===== src/rtl/dispatch_queue.sv =====
// dispatch_queue: in-order FIFO between decode and the reservation stations.
// Each entry is tagged with an FU class when it is pushed. The head entry is
// offered to the RS array and pops only when that class has a free RS slot.
module dispatch_queue #(
  parameter int DEPTH = 8,
  parameter int XLEN  = 32
) (
  input  logic                     clock,
  input  logic                     reset,
  input  logic                     flush,
  input  logic                     in_valid,
  output logic                     in_ready,
  input  logic [31:0]              in_inst,
  input  logic [XLEN-1:0]          in_pc,
  input  logic [XLEN-1:0]          in_rs1_value,
  input  logic [XLEN-1:0]          in_rs2_value,
  input  logic [4:0]               in_dest_reg_idx,
  input  logic [3:0]               rs_free,
  output logic                     out_valid,
  output logic [1:0]               out_fu,
  output logic [31:0]              out_inst,
  output logic [XLEN-1:0]          out_pc,
  output logic [XLEN-1:0]          out_rs1_value,
  output logic [XLEN-1:0]          out_rs2_value,
  output logic [4:0]               out_dest_reg_idx,
  output logic [$clog2(DEPTH):0]   count
);

  localparam int          AW   = $clog2(DEPTH);
  localparam logic [AW:0] FULL = (AW+1)'(DEPTH);

  typedef enum logic [1:0] {
    FU_ALU   = 2'd0,
    FU_LOAD  = 2'd1,
    FU_STORE = 2'd2,
    FU_FP    = 2'd3
  } fu_e;

  typedef struct packed {
    logic [31:0]     inst;
    logic [XLEN-1:0] pc;
    logic [XLEN-1:0] rs1;
    logic [XLEN-1:0] rs2;
    logic [4:0]      dest;
    fu_e             fu;
  } entry_t;

  // The class is decided once from the major opcode and stored with the entry.
  function automatic fu_e classify(input logic [6:0] opcode);
    case (opcode)
      7'b0000011: return FU_LOAD;
      7'b0100011: return FU_STORE;
      7'b1000011: return FU_FP;
      default:    return FU_ALU;
    endcase
  endfunction

  entry_t        r_mem [DEPTH];
  logic [AW-1:0] r_head;
  logic [AW-1:0] r_tail;
  logic [AW:0]   r_count;

  entry_t w_in_entry;
  entry_t w_head;
  logic   w_push;
  logic   w_pop;

  // Assemble the incoming entry and fetch the current head entry.
  always_comb begin
    // NOTE: every signal driven here gets a value on every path, so no latch is inferred.
    w_in_entry      = '0;
    w_in_entry.inst = in_inst;
    w_in_entry.pc   = in_pc;
    w_in_entry.rs1  = in_rs1_value;
    w_in_entry.rs2  = in_rs2_value;
    w_in_entry.dest = in_dest_reg_idx;
    w_in_entry.fu   = classify(in_inst[6:0]);
    w_head          = r_mem[r_head];
  end

  // Acceptance depends only on registered occupancy, never on a same-cycle pop,
  // so rs_free has no path to in_ready.
  assign in_ready  = (r_count != FULL);
  assign out_valid = (r_count != '0);
  assign w_push    = in_valid && in_ready;
  assign w_pop     = out_valid && rs_free[w_head.fu];

  // Head payload is forced to zero while empty so stale entries never show.
  assign out_fu           = out_valid ? w_head.fu   : FU_ALU;
  assign out_inst         = out_valid ? w_head.inst : '0;
  assign out_pc           = out_valid ? w_head.pc   : '0;
  assign out_rs1_value    = out_valid ? w_head.rs1  : '0;
  assign out_rs2_value    = out_valid ? w_head.rs2  : '0;
  assign out_dest_reg_idx = out_valid ? w_head.dest : '0;
  assign count            = r_count;

  // Entry storage: zeroed on reset, written at the tail on an accepted push.
  always_ff @(posedge clock) begin
    if (!reset) begin
      // NOTE: the array is cleared because reset must leave every entry at zero; a plain FIFO would skip this.
      for (int i = 0; i < DEPTH; i++) begin
        r_mem[i] <= '0;
      end
    end else if (w_push && !flush) begin
      r_mem[r_tail] <= w_in_entry;
    end
  end

  // Pointers and occupancy: reset beats flush, flush beats push/pop.
  always_ff @(posedge clock) begin
    if (!reset || flush) begin
      // NOTE: state registers use non-blocking assignment so every flop samples pre-edge values.
      r_head  <= '0;
      r_tail  <= '0;
      r_count <= '0;
    end else begin
      if (w_push) begin
        r_tail <= r_tail + AW'(1);
      end
      if (w_pop) begin
        r_head <= r_head + AW'(1);
      end
      case ({w_push, w_pop})
        2'b10:   r_count <= r_count + (AW+1)'(1);
        2'b01:   r_count <= r_count - (AW+1)'(1);
        default: r_count <= r_count;
      endcase
    end
  end

endmodule


===== config.mk =====
export PLATFORM = sky130hd
export DESIGN_NAME = dispatch_queue
export DESIGN_NICKNAME = d
export VERILOG_FILES = /design/src/rtl/dispatch_queue.sv
export SDC_FILE = /design/constraint.sdc
export NUM_CORES = 1
export LEC_CHECK = 0
export CELL_PAD_IN_SITES_DETAIL_PLACEMENT = 0
export CELL_PAD_IN_SITES_GLOBAL_PLACEMENT = 1
export CORE_MARGIN = 8
export CORE_UTILIZATION = 40
export DETAILED_ROUTE_END_ITERATION = 7
export PLACE_DENSITY_LB_ADDON = 0.1
export RECOVER_POWER = 50
export SLEW_MARGIN = 20
export SYNTH_ARGS = -nofsm -noshare
export SYNTH_HDL_FRONTEND = slang
export SYNTH_SLANG_ARGS = --single-unit

===== constraint.sdc =====
create_clock -name clock -period 17.4 [get_ports clock]
set_input_delay 3.48 -clock clock [delete_from_list [all_inputs] [get_ports clock]]
set_output_delay 3.48 -clock clock [all_outputs]
set_load 0.01 [all_outputs]

# --- Word level (Yosys, flattened, before mapping) ---
# Memories as Yosys holds them, arrays and structs flattened. A register that Yosys moved wholly into a read port is not among the register bits.
# Index checks and enable logic that the tools add are counted.
# Widths: inputs -> output; s select.
totals:
  regBits: 10
  ramBits: 1080
  inputBits: 141
  out_inout_bits: 141
  wordCells: 43
  mem_count: 1
memory_table:
  columns: ["memory", "words", "width", "read_ports", "rd_ports_with_merged_regs", "write_ports", "line", "source"]
  rows:
  - ["r_mem", 8, 135, 1, 1, 8, "58", "entry_t r_mem [DEPTH];"]
op_classes:
  add_sub_neg: 4
  n_lt_le_gt_ge: 1
  n_eq_ne: 6
  mux: 19
  n_reduce_logical: 9
op_table:
  columns: ["operator", "n"]
  rows:
  - ["$mux 135", 1]
  - ["$reduce_or 135->1", 1]
  - ["$mux 32", 4]
  - ["$mux 3", 3]
  - ["$pmux 4 s2", 1]
  - ["$eq 7x2->1 const B", 1]
  - ["$eq 7x6->1 const B", 1]
  - ["$eq 7x7->1 const B", 1]
  - ["$add 3x1->3 const B", 2]
  - ["$mux 1", 6]
  - ["$pmux 2 s3", 1]
  - ["$mux 5", 1]
  - ["$add 4x1->4 const B", 1]
  - ["$ne 4x4->1 const B", 1]
  - ["$reduce_bool 4->1", 1]
  - ["$sub 4x1->4 const B", 1]
  - ["$logic_and 1x1->1", 3]
  - ["$lt 2x3->1 const B", 1]
  - ["$bmux 1 s2", 1]
  - ["$eq 2x1->1 const B", 1]
  - ["$eq 2x2->1 const B", 1]
  - ["$logic_not 1->1", 2]
  - ["$mux 2", 1]
  - ["$reduce_bool 2->1", 1]
  - ["$logic_or 1x1->1", 1]

# --- Logic depth before layout (Yosys ltp) ---
# Gate-level depths: netlist (run 1).
depth:
  depth_word: 8
  depth_mapped: 13
  mapped_depth_nobuf: 12

# --- Worst setup path before layout (run 1) ---
# OpenSTA, ideal clock, no wires.
synth_timing:
  path_kind: "input port to flip-flop"
  from: "input reset"
  to: "memory r_mem[1][0] (netlist name), enable pin"
  setup_time_ns: 0.499
  arrival_ns: 7.601
  required_time_ns: 16.901
  setup_slack_ns: 9.299
  path_stages: 8
  path_cell_list: "buf_2 > nand2b_1 > clkbuf_1 > nor3_2 > buf_2 > clkbuf_1 > nand2_1 > nand2_1"
synth_lines:
  columns: ["element", "line", "source"]
  rows:
  - ["start: declaration", "9", "input logic reset,"]
  - ["end: declaration", "58", null]

==> impl_metrics.json, run 1 <==
{
  "timing.critical_path.required_ps": 13920,
  "actual_transition_at_the_worst_max_transition_pin_ps": 4600,
  "grt_antenna_before_repair": 26,
  "initial_standard_cell_utilization_of_the_core_pct": 40.3,
  "numCtsBuffers": 131,
  "synth_enable_flop_cells": 1080,
  "power.density_nw_per_um2": 104,
  "dominantRegCellSynth": "sky130_fd_sc_hd__edfxtp_1",
  "crit_type": "flop to primary output",
  "routed_wire_length_per_instance_um": 27.7,
  "fp.dieH_um": 366,
  "path_clk_slew_ps": 50,
  "worst_r2r_path_depth": 13,
  "syn2layout_area_growth_pct": 16.7,
  "cts_htree_levels": 4,
  "number_of_global_route_vias_before_repair": 30000,
  "design.final.nets": 3413,
  "synth_area_um2": 49000,
  "totalPowerFinal_mw": 5.97,
  "fmaxAchievable_mhz": 88.0,
  "worst_setup_start_kind": "flop",
  "tritoncts": "built",
  "avgSynthCellArea_um2": 15.9,
  "critPathMaxFanout": 141,
  "leakage_power_nw": 21.1,
  "drv_slew": 1085,
  "die_width_um": 366,
  "setup-violations-final": 0,
  "synthesis_stage_register_bit_count": 1093,
  "number_of_setup_buffers_added_after_cts": 0,
  "outcome": "finished with violations",
  "violations": "max-capacitance violations, max-slew violations",
  "worst_setup_path_endpoint": "out_fu[0]",
  "final_min_period_over_clock_period_pct": 65.3,
  "cp_slowest_stage_delay_ps": 2790,
  "final_antenna_net_count": 0,
  "row_count": 128,
  "ir_worst_vdd_v": 0.0000931,
  "final_tns_setup_ps": 0,
  "cell_count_of_the_worst_hold_path": 2,
  "synth_seq_area_share_pct": 66.7,
  "critical_path_arrival_ps": 7890,
  "dpl.hpwl_um": 71000,
  "post_cts_resized": 0,
  "grt_setup_unrepaired": "false",
  "viasPerCell": 5.52,
  "drv_cap": 22,
  "timing.critical_path.cells": "clkbuf_1, buf_12, nor3b_1, nor4_1, and2_1, clkdlybuf4s50_1",
  "finalHoldViolCount": 0,
  "clockBufferDepth": 3,
  "detailroute.via_count": 27600,
  "synth_cell_type_count": 41,
  "grt_first_pass_wirelength_um": 204000,
  "cts_hold_buf": 0,
  "clock_insertion_delay_worst_skew_ps": 730,
  "grt.overflow.total": 0,
  "synth_cells": 3077,
  "floorplan.die_area_um2": 134000,
  "remaining_drc_errors": 0,
  "period_needed_ps": 11370,
  "grt_start_max_net_pins": 207,
  "cp_slowest_cell": "sky130_fd_sc_hd__clkbuf_1",
  "final_layout_size_suffix_gt1_share_pct": 14.4,
  "drt-initial-drc-count": 2085,
  "ioPinCount": 282,
  "tritoncts_num_sinks": 1093,
  "end_kind": "primary output",
  "cts-root-buf": "sky130_fd_sc_hd__clkbuf_16",
  "fp.coreArea_um2": 122000,
  "numPortBuffers": 281,
  "routed_wirelength_um": 138000,
  "r2r_slack_ps": 8730,
  "drtPass1Iterations": 5,
  "globalRouteTotalUtil_pct": 20.2,
  "rr_endpoint": "count[2]",
  "postSynth.asyncResetShare_pct": 0,
  "finalClockSkew_ps": 22.9,
  "gpl.final_weighted_congestion": 0.711,
  "relSlewSlack_pct": -207,
  "ys_warn_count": 0,
  "holdCritPathClass": "flop to flop",
  "synthesis.nets": 3223
}
-- registers in the layout, summed over array words and instances, names as in the netlist, named ones only --
signal / count
r_mem: 1080
r_tail: 3
r_head: 3
count: 4
-- where the power goes --
group / switching (mW) / internal (mW)
Clock: 1.06 / 1.52
Sequential: 0.0275 / 2.99
Combinational: 0.228 / 0.141
Total: 1.31 / 4.66
-- stage by stage --
stage / cells / util, % / setup slack (ps) / hold WS (ps) / instance area, um2
2_1_floorplan: 3077 / - / 9300 / 446 / 49000
3_3_place_gp: 4759 / 43.8 / 8320 / 463 / 53300
3_5_place_dp: 4759 / 43.8 / 8250 / 468 / 53300
4_1_cts: 4989 / 47.1 / 8080 / 477 / 57300
5_1_grt: 4994 / 47.0 / 5600 / 542 / 57200
6_report: 5004 / 47.0 / 6030 / 515 / 57200
-- cell families after synthesis --
family,after synthesis,share of synthesized area [%]
and+or+nand+nor,1278,15.5
DFF,1093,66.7
muxes,407,15.2
buffers and inverters,274,2.23
AOI/OAI and AO/OA,13,0.168
xor gates and xnor gates,7,0.125
adders and majority gates,5,0.128
-- per-layer routing --
layer	share of wire, %	GRT usage [%]	vias to the layer above
met3	5.1	4.02	199
met5	0.082	0	-
li1	-	-	12100
met4	2.1	5.60	16
met1	42	26.2	14500
met2	50	34.8	692
-- worst max-delay path, delay by kind of cell, from the launching register on --
kind | cells | cell delay (ps)
AND/OR/NAND/NOR | 3 | 1580
flip-flops | 1 | 1440
buffers and inverters | 3 | 4090
-- synth_stat cells, drive strengths merged (2+ instances only) --
cell | number | area, um2
a21oi | 4 | 20.0
and2 | 536 | 3360
and3 | 534 | 3340
buf | 53 | 255
clkbuf | 219 | 831
dfxtp | 13 | 260
edfxtp | 1080 | 32400
ha | 5 | 62.6
inv | 2 | 7.50
mux2 | 3 | 33.8
mux2i | 135 | 1350
mux4 | 269 | 6060
nand2 | 23 | 86.3
nand2b | 2 | 12.5
nand3 | 4 | 20.0
nor2 | 159 | 599
nor2b | 4 | 25.0
nor3 | 4 | 41.3
nor3b | 2 | 15.0
nor4 | 3 | 25.0
nor4bb | 2 | 20.0
o21ai | 5 | 25.0
or3 | 4 | 30.0
xnor2 | 2 | 17.5
xor2 | 5 | 43.8
-- cells in the final DEF (no fill, tap or decap), types with 15 or more instances in the layout --
cell type                            n
sky130_fd_sc_hd__and2_0            243
sky130_fd_sc_hd__and2_1            292
sky130_fd_sc_hd__and3_1            534
sky130_fd_sc_hd__buf_4              30
sky130_fd_sc_hd__clkbuf_1           50
sky130_fd_sc_hd__clkbuf_16         139
sky130_fd_sc_hd__clkdlybuf4s50_1   273
sky130_fd_sc_hd__clkinv_1           27
sky130_fd_sc_hd__clkinv_2           17
sky130_fd_sc_hd__diode_2            15
sky130_fd_sc_hd__edfxtp_1         1080
sky130_fd_sc_hd__mux2i_1           135
sky130_fd_sc_hd__mux4_2            269
sky130_fd_sc_hd__nand2_1            21
sky130_fd_sc_hd__nor2_1            158
-- worst min-delay path by stage --
| stage | end | start | slack (ps) |
|---|---|---|---|
| after floorplan | flop | r_head[1] | 450 |
| after global placement | flop | r_head[1] | 460 |
| after detailed placement | flop | r_head[1] | 470 |
| after CTS | flop | r_head[1] | 480 |
| after global routing | flop | r_head[0] | 540 |
| final | flop | r_head[1] | 510 |
-- final cells by class --
class | instances | area (um2)
Fill cell | 10500 | 64500
Sequential cell | 1093 | 32700
Multi-Input combinational cell | 1710 | 15200
Clock buffer | 177 | 3620
Timing Repair Buffer | 329 | 3200
Tap cell | 1625 | 2030
Clock inverter | 53 | 370
Antenna cell | 15 | 37.5
Inverter | 2 | 7.51
(Power assumes the default switching activity.)
==> run 2, diff against run 1 <==
==> constraint.sdc (replaced) <==
create_clock -name clock -period 11 [get_ports clock]
set_input_delay 2.2 -clock clock [delete_from_list [all_inputs] [get_ports clock]]
set_output_delay 2.2 -clock clock [all_outputs]
set_load 0.01 [all_outputs]
==> impl_metrics.json, run 2 (synthesized netlist as in run 1, its figures left out) <==
{
  "row_count": 128,
  "number_of_setup_buffers_added_after_cts": 0,
  "crit_type": "input pin to flop",
  "finalClockSkew_ps": 27.5,
  "period_needed_ps": 8160,
  "cts_hold_buf": 0,
  "r2r_slack_ps": 4820,
  "ir_worst_vdd_v": 0.000141,
  "grt.overflow.total": 0,
  "share_seq_of_total_power_pct": 52.5,
  "final_layout_size_suffix_gt1_share_pct": 14.1,
  "initial_standard_cell_utilization_of_the_core_pct": 40.3,
  "ioPinCount": 282,
  "critical_path_arrival_ps": 8470,
  "syn2layout_area_growth_pct": 15.9,
  "drt-initial-drc-count": 2213,
  "fmaxAchievable_mhz": 123,
  "final_min_period_over_clock_period_pct": 74.2,
  "p_int_mw": 7.04,
  "cts_htree_levels": 3,
  "cell_count_of_the_worst_hold_path": 2,
  "hold_path_startpoint": "r_head[1]",
  "outcome": "finished with violations",
  "design.final.nets": 3404,
  "number_of_flip_flops_in_the_largest_register": 1080,
  "viasPerCell": 5.56,
  "path_clk_slew_ps": 60,
  "fp.dieH_um": 366,
  "globalRouteTotalUtil_pct": 20.1,
  "routed_wirelength_um": 139000,
  "relSlewSlack_pct": -192,
  "grt_setup_unrepaired": "false",
  "drtPass1Iterations": 5,
  "totalPowerFinal_mw": 9.08,
  "grt_start_max_net_pins": 192,
  "clock_insertion_delay_worst_skew_ps": 710,
  "violations": "max-capacitance violations, max-slew violations",
  "swShare_pct": 22.5,
  "p_switching_mw": 2.04,
  "tritoncts_num_sinks": 1093,
  "holdCritPathClass": "flop to flop",
  "layout.cells.most_common": "sky130_fd_sc_hd__edfxtp_1",
  "fp.coreArea_um2": 122000,
  "finalHoldViolCount": 0,
  "rr_endpoint": "r_mem[5][48]",
  "pwr-share-clk_pct": 41.0,
  "final_antenna_net_count": 0,
  "numPortBuffers": 281,
  "actual_transition_at_the_worst_max_transition_pin_ps": 4380,
  "grt_first_pass_wirelength_um": 204000,
  "setup-violations-final": 0,
  "end_kind": "flop",
  "tritoncts": "built",
  "post_cts_resized": 0,
  "dpl.hpwl_um": 70800,
  "worst_setup_start_kind": "input pin",
  "detailroute.via_count": 27800,
  "power.density_nw_per_um2": 160,
  "rr_startpoint": "count[1]",
  "floorplan.die_area_um2": 134000,
  "die_width_um": 366,
  "drv_slew": 994,
  "cts-root-buf": "sky130_fd_sc_hd__clkbuf_16",
  "drv_cap": 19,
  "remaining_drc_errors": 0,
  "critPathMaxFanout": 80,
  "numCtsBuffers": 120,
  "grt_antenna_before_repair": 31,
  "worst_r2r_path_depth": 7,
  "largest-register": "r_mem",
  "power.combinational.fraction_pct": 6.4,
  "routed_wire_length_per_instance_um": 27.7,
  "number_of_global_route_vias_before_repair": 30100,
  "clockBufferDepth": 3,
  "gpl.final_weighted_congestion": 0.713,
  "layout_common_cells": "1,080 x sky130_fd_sc_hd__edfxtp_1, 534 x sky130_fd_sc_hd__and3_1, 313 x sky130_fd_sc_hd__and2_1, 275 x sky130_fd_sc_hd__clkdlybuf4s50_1, 269 x sky130_fd_sc_hd__mux4_2",
  "final_tns_setup_ps": 0,
  "timing.critical_path.required_ps": 11310,
  "leakage_power_nw": 20.9
}
## run 2: power groups by stage
stage               Clock [mW]  Combinational, mW  Sequential, mW
floorplan                    0              0.289            4.86
global placement             0              0.600            4.85
detailed placement           0              0.602            4.86
global route              3.95              0.629            4.79
CTS                       3.80              0.604            4.77
finish                    3.73              0.585            4.77
## run 2: through the flow
step | area, um2 | hold WS (ps) | util [%] | setup WS, ps | instances
CTS | 57000 | 489 | 46.8 | 4020 | 4985
detailed placement | 53400 | 476 | 43.9 | 4480 | 4761
global placement | 53400 | 455 | 43.8 | 4420 | 4760
floorplan | 49000 | 446 | - | 4180 | 3077
finish | 56800 | 495 | 46.7 | 2840 | 4999
global route | 56800 | 519 | 46.7 | 2440 | 4989
## run 2: worst max-delay path, stage by stage
cell	delay (ps)
sky130_fd_sc_hd__dlygate4sd3_1	530
sky130_fd_sc_hd__clkbuf_1	470
sky130_fd_sc_hd__nor2b_1	430
sky130_fd_sc_hd__and3_1	1360
sky130_fd_sc_hd__nand2_1	250
sky130_fd_sc_hd__nand2_1	2560
sky130_fd_sc_hd__buf_12	580
## run 2: area by class of cell
type,instances,area [um2]
Tap cell,1625,2030
Sequential cell,1093,32700
Timing Repair Buffer,331,3240
Inverter,2,7.51
Antenna cell,14,35.0
Clock inverter,60,395
Clock buffer,164,3190
Fill cell,10500,64900
Multi-Input combinational cell,1710,15200
## run 2: how the worst max path moves through the flow
stage / startpoint / endpoint / slack, ps / cells after the start
5_1_grt: reset / r_mem[5][55] / 2440 / 7
4_1_cts: flop / out_rs1_value[23] / 4020 / 6
2_1_floorplan: reset / r_mem[1][0] / 4180 / 8
3_3_place_gp: reset / r_mem[3][21] / 4420 / 8
3_5_place_dp: reset / r_mem[3][21] / 4480 / 8
6_report: reset / r_mem[5][48] / 2840 / 7
## run 2: routing by layer
| metal | share of wire (%) | GRT usage (%) |
|---|---|---|
| met5 | 0.11 | 0 |
| met4 | 2.0 | 4.58 |
| met1 | 42 | 26.1 |
| met2 | 50 | 35.0 |
| met3 | 5.7 | 4.12 |
